--- config.mk ---
export PLATFORM = sky130hd
export DESIGN_NAME = bias_weight_store
export DESIGN_NICKNAME = d
export VERILOG_FILES = /design/src/rtl/bias_weight_store.sv
export SDC_FILE = /design/constraint.sdc
export NUM_CORES = 1
export LEC_CHECK = 0
export CAP_MARGIN = 20
export CORE_ASPECT_RATIO = 1.25
export CORE_MARGIN = 4
export CORE_UTILIZATION = 35
export CTS_BUF_LIST = sky130_fd_sc_hd__clkbuf_8
export DETAILED_ROUTE_END_ITERATION = 10
export SLEW_MARGIN = 40
export SYNTH_ARGS = -nofsm -noshare
export SYNTH_HDL_FRONTEND = slang
export SYNTH_SLANG_ARGS = --single-unit
--- constraint.sdc ---
create_clock -name iCLK -period 6.2 [get_ports iCLK]
set_clock_uncertainty 0.2 [all_clocks]
set_input_delay 1.24 -clock iCLK [delete_from_list [all_inputs] [get_ports iCLK]]
set_output_delay 1.24 -clock iCLK [all_outputs]
set_load 0.05 [all_outputs]
--- src/rtl/bias_weight_store.sv ---
// Layer parameter store: applies load/train/inference transactions; publishes a snapshot one cycle after accept.
// Single-entry snapshot buffer; oReady_AS drops only while a snapshot is held and iReady_BS is low.
module bias_weight_store #(
  parameter int NP   = 4,
  parameter int NC   = 4,
  parameter int WD   = 8,
  parameter int WCNT = 16,
  localparam int NF  = NC + NC * NP,
  localparam int DW  = NF * WD
) (
  input  logic            iCLK,
  input  logic            iRST,
  input  logic            iMode,
  input  logic            iLoad,
  input  logic            iValid_AS,
  output logic            oReady_AS,
  input  logic [DW-1:0]   iData_AS,
  output logic            oValid_BS,
  input  logic            iReady_BS,
  output logic [DW-1:0]   oData_BS,
  output logic [DW-1:0]   oParam,
  output logic [WCNT-1:0] oCount
);

  logic [DW-1:0]   r_param;
  logic [DW-1:0]   r_snap;
  logic            r_vld;
  logic [WCNT-1:0] r_cnt;
  logic [DW-1:0]   w_next;
  logic            w_accept;
  logic            w_train;

  // Overflow of the WD+1 bit difference shows as disagreement of its top two bits.
  function automatic logic [WD-1:0] f_sat_sub(input logic [WD-1:0] a, input logic [WD-1:0] b);
    logic [WD:0] w_diff;
    w_diff = {a[WD-1], a} - {b[WD-1], b};
    if (w_diff[WD] != w_diff[WD-1])
      f_sat_sub = w_diff[WD] ? {1'b1, {(WD-1){1'b0}}} : {1'b0, {(WD-1){1'b1}}};
    else
      f_sat_sub = w_diff[WD-1:0];
  endfunction

  assign oReady_AS = ~r_vld | iReady_BS;
  assign w_accept  = iValid_AS & oReady_AS;
  assign w_train   = ~iLoad & iMode;

  always_comb begin
    w_next = r_param;
    for (int i = 0; i < NF; i++) begin
      if (iLoad)
        w_next[i*WD +: WD] = iData_AS[i*WD +: WD];
      else if (iMode)
        w_next[i*WD +: WD] = f_sat_sub(r_param[i*WD +: WD], iData_AS[i*WD +: WD]);
    end
  end

  always_ff @(posedge iCLK) begin
    if (iRST) begin
      r_param <= '0;
      r_snap  <= '0;
      r_vld   <= 1'b0;
      r_cnt   <= '0;
    end else if (w_accept) begin
      r_param <= w_next;
      r_snap  <= w_next;
      r_vld   <= 1'b1;
      if (w_train)
        r_cnt <= r_cnt + {{(WCNT-1){1'b0}}, 1'b1};
    end else if (r_vld && iReady_BS) begin
      r_vld <= 1'b0;
    end
  end

  assign oValid_BS = r_vld;
  assign oData_BS  = r_snap;
  assign oParam    = r_param;
  assign oCount    = r_cnt;

endmodule

==> Yosys cells after proc, flatten, opt, wreduce, memory -nomap -nowiden <==
Cells that the tools add are included.
{ "classes": {"order_cmp": 0, "reduce_logical": 5, "n_div": 0, "bitwise_logic": 5, "shifts": 0, "mul": 0, "eq_ne": 20, "n_addsub": 21, "n_mux": 82} }
{ "ops": {"columns": ["operator", "n"], "rows": [
  ["$mux W8", 80],
  ["$sub A8 B8 Y9", 20],
  ["$ne A1 B1 Y1", 20],
  ["$add A16 B1 Y16 const B", 1],
  ["$reduce_and A2 Y1", 2],
  ["$reduce_bool A2 Y1", 2],
  ["$and A1 B1 Y1", 2],
  ["$mux W1", 2],
  ["$not A1 Y1", 2],
  ["$logic_and A1 B1 Y1", 1],
  ["$or A1 B1 Y1", 1]
]} }
{ "word_totals": {"elab_cells": 136, "romBits": 0, "memories": 0, "latchBits": 0, "output_inout_bits": 338, "ff_bits": 177, "mem_bits_rw": 0} }

==> Longest topological paths before layout <==
Gate-level depths: netlist (run 1).
{ "logic_depth": {"depth_word": 5, "mapped_depth": 11} }

==> Least setup slack after synthesis (run 1) <==
Ideal clock, no wire load.
{ "synth_path": {"path_type": "in2reg", "startpoint": "input iData_AS[96]", "endpoint": "register r_snap[100], in the netlist oData_BS[100]", "slack_ns": 2.674, "t_arrival_ns": 3.199, "path_stages": 10, "path_buffers": 0, "cell_sequence": "ha_1 > inv_1 > fa_1 > a211oi_2 > o21bai_1 > a21o_1 > a211oi_1 > mux2_2 > nor4_1 > or3_1"} }
{ "synth_via": {"elab_chain_cells": 5} }
{ "synth_lines": {"columns": ["item", "line_no", "text"], "rows": [
  ["start, declared", "17", "input logic [DW-1:0] iData_AS,"],
  ["$sub A8 B8 Y9 (*)", "36", "w_diff = {a[WD-1], a} - {b[WD-1], b};"],
  ["$mux W8 or $ne A1 B1 Y1 (tied branches)", "38, 37", null],
  ["$mux W8 (*)", "37", "if (w_diff[WD] != w_diff[WD-1])"],
  ["$mux W8 (*)", "52", "else if (iMode)"],
  ["$mux W8 (*)", "50", "if (iLoad)"],
  ["end signal, assigned", "65", "r_snap <= w_next;"],
  ["end, declared", "26", "logic [DW-1:0] r_snap;"]
]} }
Every way passes the cells marked *; elsewhere a longest branch is shown, timed or not. The select of a mux whose other input is x is not followed.
A chain may end at the register's enable or synchronous reset.

==> Worst setup path in the final report (run 1) <==
{ "layout_path": {"startpoint": "input iReady_BS", "endpoint": "output oReady_AS"} }
{ "layout_via": {"elab_chain_cells": 1} }
{ "layout_lines": {"columns": ["item", "line_no", "text"], "rows": [
  ["start, declared", "19", "input logic iReady_BS,"],
  ["$or A1 B1 Y1", "43", "assign oReady_AS = ~r_vld | iReady_BS;"],
  ["end, declared", "16", "output logic oReady_AS,"]
]} }
No other way between the ends.

==> flow_summary.yaml, run 1 <==
drt:
  vias_per_cell: 5.35
  first_pass_iters: 6
  ant_nets: 0
  drc: 0
  drt-total-wl_um: 59200
  drtIter0Drc: 778
  vias: 16946
  wl_per_cell_um: 18.7
final_layout:
  layout.cells.non_filler: 3165
  drive_above_1_share: 0.0384
  num-nets-final: 2858
  finish.utilization: 0.459
  area_growth_pct: 28.9
placed_design:
  dpl.cell_count: 3129
  gp_congestion: 0.902
  numPortBuffers: 503
  place_hpwl_um: 44500
critical_path:
  cpMostUsedCell: "clkdlybuf4s50_1"
  worstPathRequired_ns: 4.76
  critical_path_class: "primary input to output port"
  slowest_stage: "clkdlybuf4s50_1"
  path_max_fanout: 6
  cp.depth: 3
  timing.rr.start: "oData_BS[40]"
  r2r_cells: 11
  crit_start: "iReady_BS"
  end_kind: "output port"
  cp_num_buf_inv: 2
  cp-start-kind: "primary input"
  cp.arrival_ns: 2.73
  critical-path-top-delay-family: "buffers and inverters"
  rrSetupSlack_ns: 3.16
  cp-endpoint: "oReady_AS"
  max_stage_delay_ns: 0.84
  path_cells: "clkdlybuf4s50_1 -> nand2b_2 -> clkdlybuf4s50_1"
  r2r_end: "oData_BS[43]"
floorplan:
  coreArea_um2: 47500
  die_area_um2: 51900
  die_h_um: 254
  ios: 504
  num_rows: 89
  die_x_um: 205
  start_util: 0.356
sta:
  min_period_ns: 4.17
  finalHoldViolCount: 0
  tns_ns: 0
  slew_viol_final: 0
  max_freq_ghz: 0.240
  worstMarginPinSlew_ns: 0.848
  rsz0062_at_grt: "no"
  setup_violations: 0
  relSlewSlack: 0.435
  fin_crit_sh: 0.672
cts:
  post_cts_buffers: 0
  clkSinkCount: 177
  path_clk_slew_ns: 0.10
  cts_max_level: 4
  cts-root-buf: "clkbuf_8"
  cts_buffers: 17
  post_cts_resized: 0
  cts_tree: "done"
  postCtsHoldBufs: 0
  clock_latency_ns: 0.52
  cts_buffer_depth: 2
synth:
  synth_most_common_cell: "a21oi_1"
  synthFlopType: "dfxtp_1"
  synth_area_leaders: "dfxtp_1, ha_1, buf_4"
  synth-xor-area-share: 0.0450
  synth-adder-area-share: 0.145
  synthSimpleGateAreaFrac: 0.182
  synth_compound_area_frac: 0.267
  synth-async-reset-ratio: 0
  seq_area_frac_synth: 0.209
  synth_area_um2: 16900
  synth_nets: 2563
  ys_top_cells_by_count: "a21oi_1, inv_1, dfxtp_1"
  synth.distinct_cells: 79
  netlist_instances: 2216
  avgSynthCellArea_um2: 7.63
  synth.mux.area_fraction: 0.0140
  synth_top_family_by_area: "compound AO/OA/AOI/OAI gates"
  synth_top_area_share: 0.209
  yosys_warnings: 0
  synth_enable_flop_cells: 0
  ys_seq_elements: 177
  synth.largest_area_cell: "dfxtp_1"
power:
  peakVddDrop_mv: 0.140
  p_per_area_nw_per_um2: 229
  p_leak_nw: 9.23
global_route:
  busiest_layer: "met2"
  antenna_found_initial: 7
  grt_usage: 0.218
  grt_max_degree: 103
  grt_pass1_wl_um: 91200
  grt_use_met1: 0.251
  use_met3: 0.0414
  grt_pass1_vias: 16874
  grtUsageMet2: 0.402
  grt-ovfl-total: 0
run:
  drv_cap: 0
run_status:
  status: "complete, no violations"
hold_path:
  hold_class: "flip-flop to flip-flop"
==> registers in the layout, indices dropped and copies added (netlist names) <==
| name | cells |
|---|---|
| oData_BS | 160 |
| oValid_BS | 1 |
| oCount | 16 |
==> layer usage <==
layer | routed length [um] | part of all wire
met5 | 17 | 0.00029
met4 | 1480 | 0.025
met3 | 3310 | 0.056
met2 | 30300 | 0.51
met1 | 24100 | 0.41
==> kinds of logic after synthesis <==
kind of cell,Yosys count
AOI/OAI and AO/OA,673
and+or+nand+nor,619
buffers and inverters,453
xor gates and xnor gates,87
adders and majority gates,185
DFF,177
muxes,22
==> report_power, final <==
part | switching, mW | internal, mW
registers | 0.160 | 1.24
logic | 1.66 | 1.01
clock network | 0.499 | 0.420
total | 2.32 | 2.67
==> layout by cell type, fill, tap and decap left out, types with 44 or more instances in the layout <==
master / n
nand3_1: 72
dfxtp_1: 177
xnor2_1: 57
clkdlybuf4s50_1: 501
nor3_1: 44
a21oi_1: 234
inv_1: 213
a21o_1: 45
nor2_1: 154
o21ai_0: 74
a211oi_1: 69
nand2_1: 139
ha_1: 161
==> worst min-delay path: stages (launching register included) <==
cell and delay (ns):
dfxtp_1 0.35, nand2_1 0.06, a21oi_1 0.05
==> metrics by stage <==
step | power, mW | setup WS, ns | instance area, um^2 | hold WS (ns)
floorplan | 3.39 | 2.67 | 16900 | 0.490
global placement | 4.06 | 1.65 | 21400 | 0.278
detailed placement | 4.09 | 1.86 | 21400 | 0.283
CTS | 5.04 | 2.03 | 21800 | 0.305
global route | 5.28 | 2.00 | 21800 | 0.333
finish | 4.99 | 2.03 | 21800 | 0.298
==> area by class of cell <==
cell class / count / area [um^2]
Fill cell: 4717 / 25700
Multi-Input combinational cell: 1586 / 11100
Timing Repair Buffer: 516 / 5130
Sequential cell: 177 / 3540
Inverter: 213 / 800
Tap cell: 637 / 797
Clock buffer: 19 / 262
Clock inverter: 13 / 160
Antenna cell: 4 / 10.0
==> how the worst min path moves through the flow <==
stage                 start      endpoint  slack [ns]  cells after the start
4_1_cts           oCount[1]     oCount[1]        0.31                      2
3_3_place_gp   oData_BS[47]  oData_BS[47]        0.28                      2
2_1_floorplan  oData_BS[29]  oData_BS[29]        0.49                      2
3_5_place_dp   oData_BS[47]  oData_BS[47]        0.28                      2
6_report       oData_BS[47]  oData_BS[47]        0.30                      2
5_1_grt        oData_BS[47]  oData_BS[47]        0.33                      2
No activity file was read; power rests on OpenSTA's default activity.
==> run 2, diff against run 1 <==
- clock period: 6.2 -> 3.35 ns (I/O delays scaled with it)
==> run 2 against run 1 <==
Effect of this change: utilization rose by 2.9 points; register-to-register slack worse by 2.7 ns; hold slack got worse by 0.068 ns; design area rose by 6.4%; sequential share of layout area down 0.98 points; die area unchanged; first-iteration DRC count increased by 4.0%; worst setup slack got worse by 1.8 ns; sequential cell count did not move; power increased by 92%; via count is 4.6% higher; critical path type is now primary input to flip-flop; largest cell class unchanged.
==> flow_summary.yaml, run 2 (synthesis results as in run 1) <==
drt:
  ant_nets: 0
  drtIter0Drc: 809
  wl_per_cell_um: 18.2
  vias_per_cell: 5.31
  drc: 0
  first_pass_iters: 5
  drt-total-wl_um: 60600
  vias: 17730
global_route:
  grt_max_degree: 100
  grt_pass1_vias: 17925
  antenna_found_initial: 4
  grt_pass1_wl_um: 94300
  grt-ovfl-total: 0
  grt_usage: 0.224
sta:
  max_freq_ghz: 0.319
  min_period_ns: 3.14
  worstMarginPinSlew_ns: 0.728
  slew_viol_final: 0
  rsz0062_at_grt: "no"
  tns_ns: 0
  timing.final.ws_setup_ns: 0.215
  setup_violations: 0
  finalHoldViolCount: 0
  fin_crit_sh: 0.936
  relSlewSlack: 0.514
floorplan:
  num_rows: 89
  coreArea_um2: 47500
  die_h_um: 254
  start_util: 0.356
  die_area_um2: 51900
  ios: 504
  die_x_um: 205
hold_path:
  hold_start: "iRST"
  hold_class: "primary input to flip-flop"
final_layout:
  finish.utilization: 0.488
  layout_commonest_cell: "clkdlybuf4s50_1"
  largest_reg_flops: 160
  layout_common_cells: "clkdlybuf4s50_1, a21oi_1, inv_1"
  num-nets-final: 3036
  drive_above_1_share: 0.101
  layout.cells.non_filler: 3339
  area_growth_pct: 37.2
  fillers: 4674
critical_path:
  crit_start: "iData_AS[56]"
  r2r_cells: 11
  end_kind: "flip-flop"
  critical_path_class: "primary input to flip-flop"
  cp-start-kind: "primary input"
  path_max_fanout: 4
  cp.arrival_ns: 3.34
  worstPathRequired_ns: 3.55
  timing.rr.start: "oData_BS[56]"
  rrSetupSlack_ns: 0.45
  cp-endpoint: "oData_BS[59]"
  r2r_end: "oData_BS[59]"
cts:
  path_clk_slew_ns: 0.10
  clkSinkCount: 177
  post_cts_buffers: 0
  cts-root-buf: "clkbuf_8"
  post_cts_resized: 0
  cts_buffers: 17
  cts_max_level: 4
  cts_tree: "done"
  postCtsHoldBufs: 0
  clock_latency_ns: 0.53
  cts_buffer_depth: 2
placed_design:
  place_hpwl_um: 47300
  preCtsSetupSlack_ns: -0.342
  numPortBuffers: 503
  gp_congestion: 0.912
  dpl.cell_count: 3307
run:
  drv_cap: 0
power:
  p_leak_nw: 10.1
  total_power_mw: 9.59
  peakVddDrop_mv: 0.255
  p_per_area_nw_per_um2: 413
run_status:
  status: "complete, no violations"
## run 2: cell count changes in the layout (fill, tap and decap cells not counted), moves of 2 or more
cell | previous run | this run
clkbuf_8 | 20 | 17
buf_12 | 0 | 8
buf_6 | 0 | 3
clkinvlp_4 | 4 | 2
buf_4 | 14 | 182
diode_2 | 4 | 1
## run 2: worst min-delay path by stage
| stage | to | slack [ns] | cells after the start |
|---|---|---|---|
| CTS | oData_BS[39] | 0.17 | 2 |
| floorplan | oData_BS[29] | 0.49 | 2 |
| finish | oData_BS[159] | 0.23 | 2 |
| global route | oData_BS[39] | 0.19 | 2 |
| global placement | oData_BS[47] | 0.28 | 2 |
| detailed placement | oData_BS[47] | 0.29 | 2 |
## run 2: area by class of cell
class                           instances  area [um^2]  share of cell area
Multi-Input combinational cell       1586        11100               0.478
Timing Repair Buffer                  694         6580               0.284
Sequential cell                       177         3540               0.153
Inverter                              213          800              0.0344
Tap cell                              637          797              0.0343
Clock buffer                           17          234              0.0101
Clock inverter                         14          165             0.00712
Antenna cell                            1         2.50            0.000108
## run 2: critical path, stage by stage
cell,delay [ns]
clkdlybuf4s50_1,0.48
ha_1,0.17
inv_1,0.05
fa_1,0.39
a211oi_1,0.29
o21ai_1,0.15
a2111oi_1,0.55
mux2i_1,0.18
and2_1,0.24
nand2_1,0.07
o211ai_1,0.08
## run 2: metal layers
metal,vias to the layer above,share of wire,GRT usage
met5,-,0.00066,0
met4,6,0.027,0.0684
met3,93,0.056,0.0414
met2,558,0.51,0.424
met1,8386,0.40,0.253
li1,8687,-,-
## run 2: where the power goes
group | leakage, nW | internal [mW] | switching [mW]
clock network | 0.207 | 0.734 | 0.927
logic | 8.46 | 2.18 | 3.16
registers | 1.45 | 2.30 | 0.288
## run 2: through the flow
| step | cell area, um^2 | hold slack [ns] |
|---|---|---|
| final | 23200 | 0.230 |
| after floorplan | 16900 | 0.490 |
| after global placement | 22800 | 0.277 |
| after CTS | 23200 | 0.174 |
| after detailed placement | 22800 | 0.292 |
| after global routing | 23200 | 0.194 |
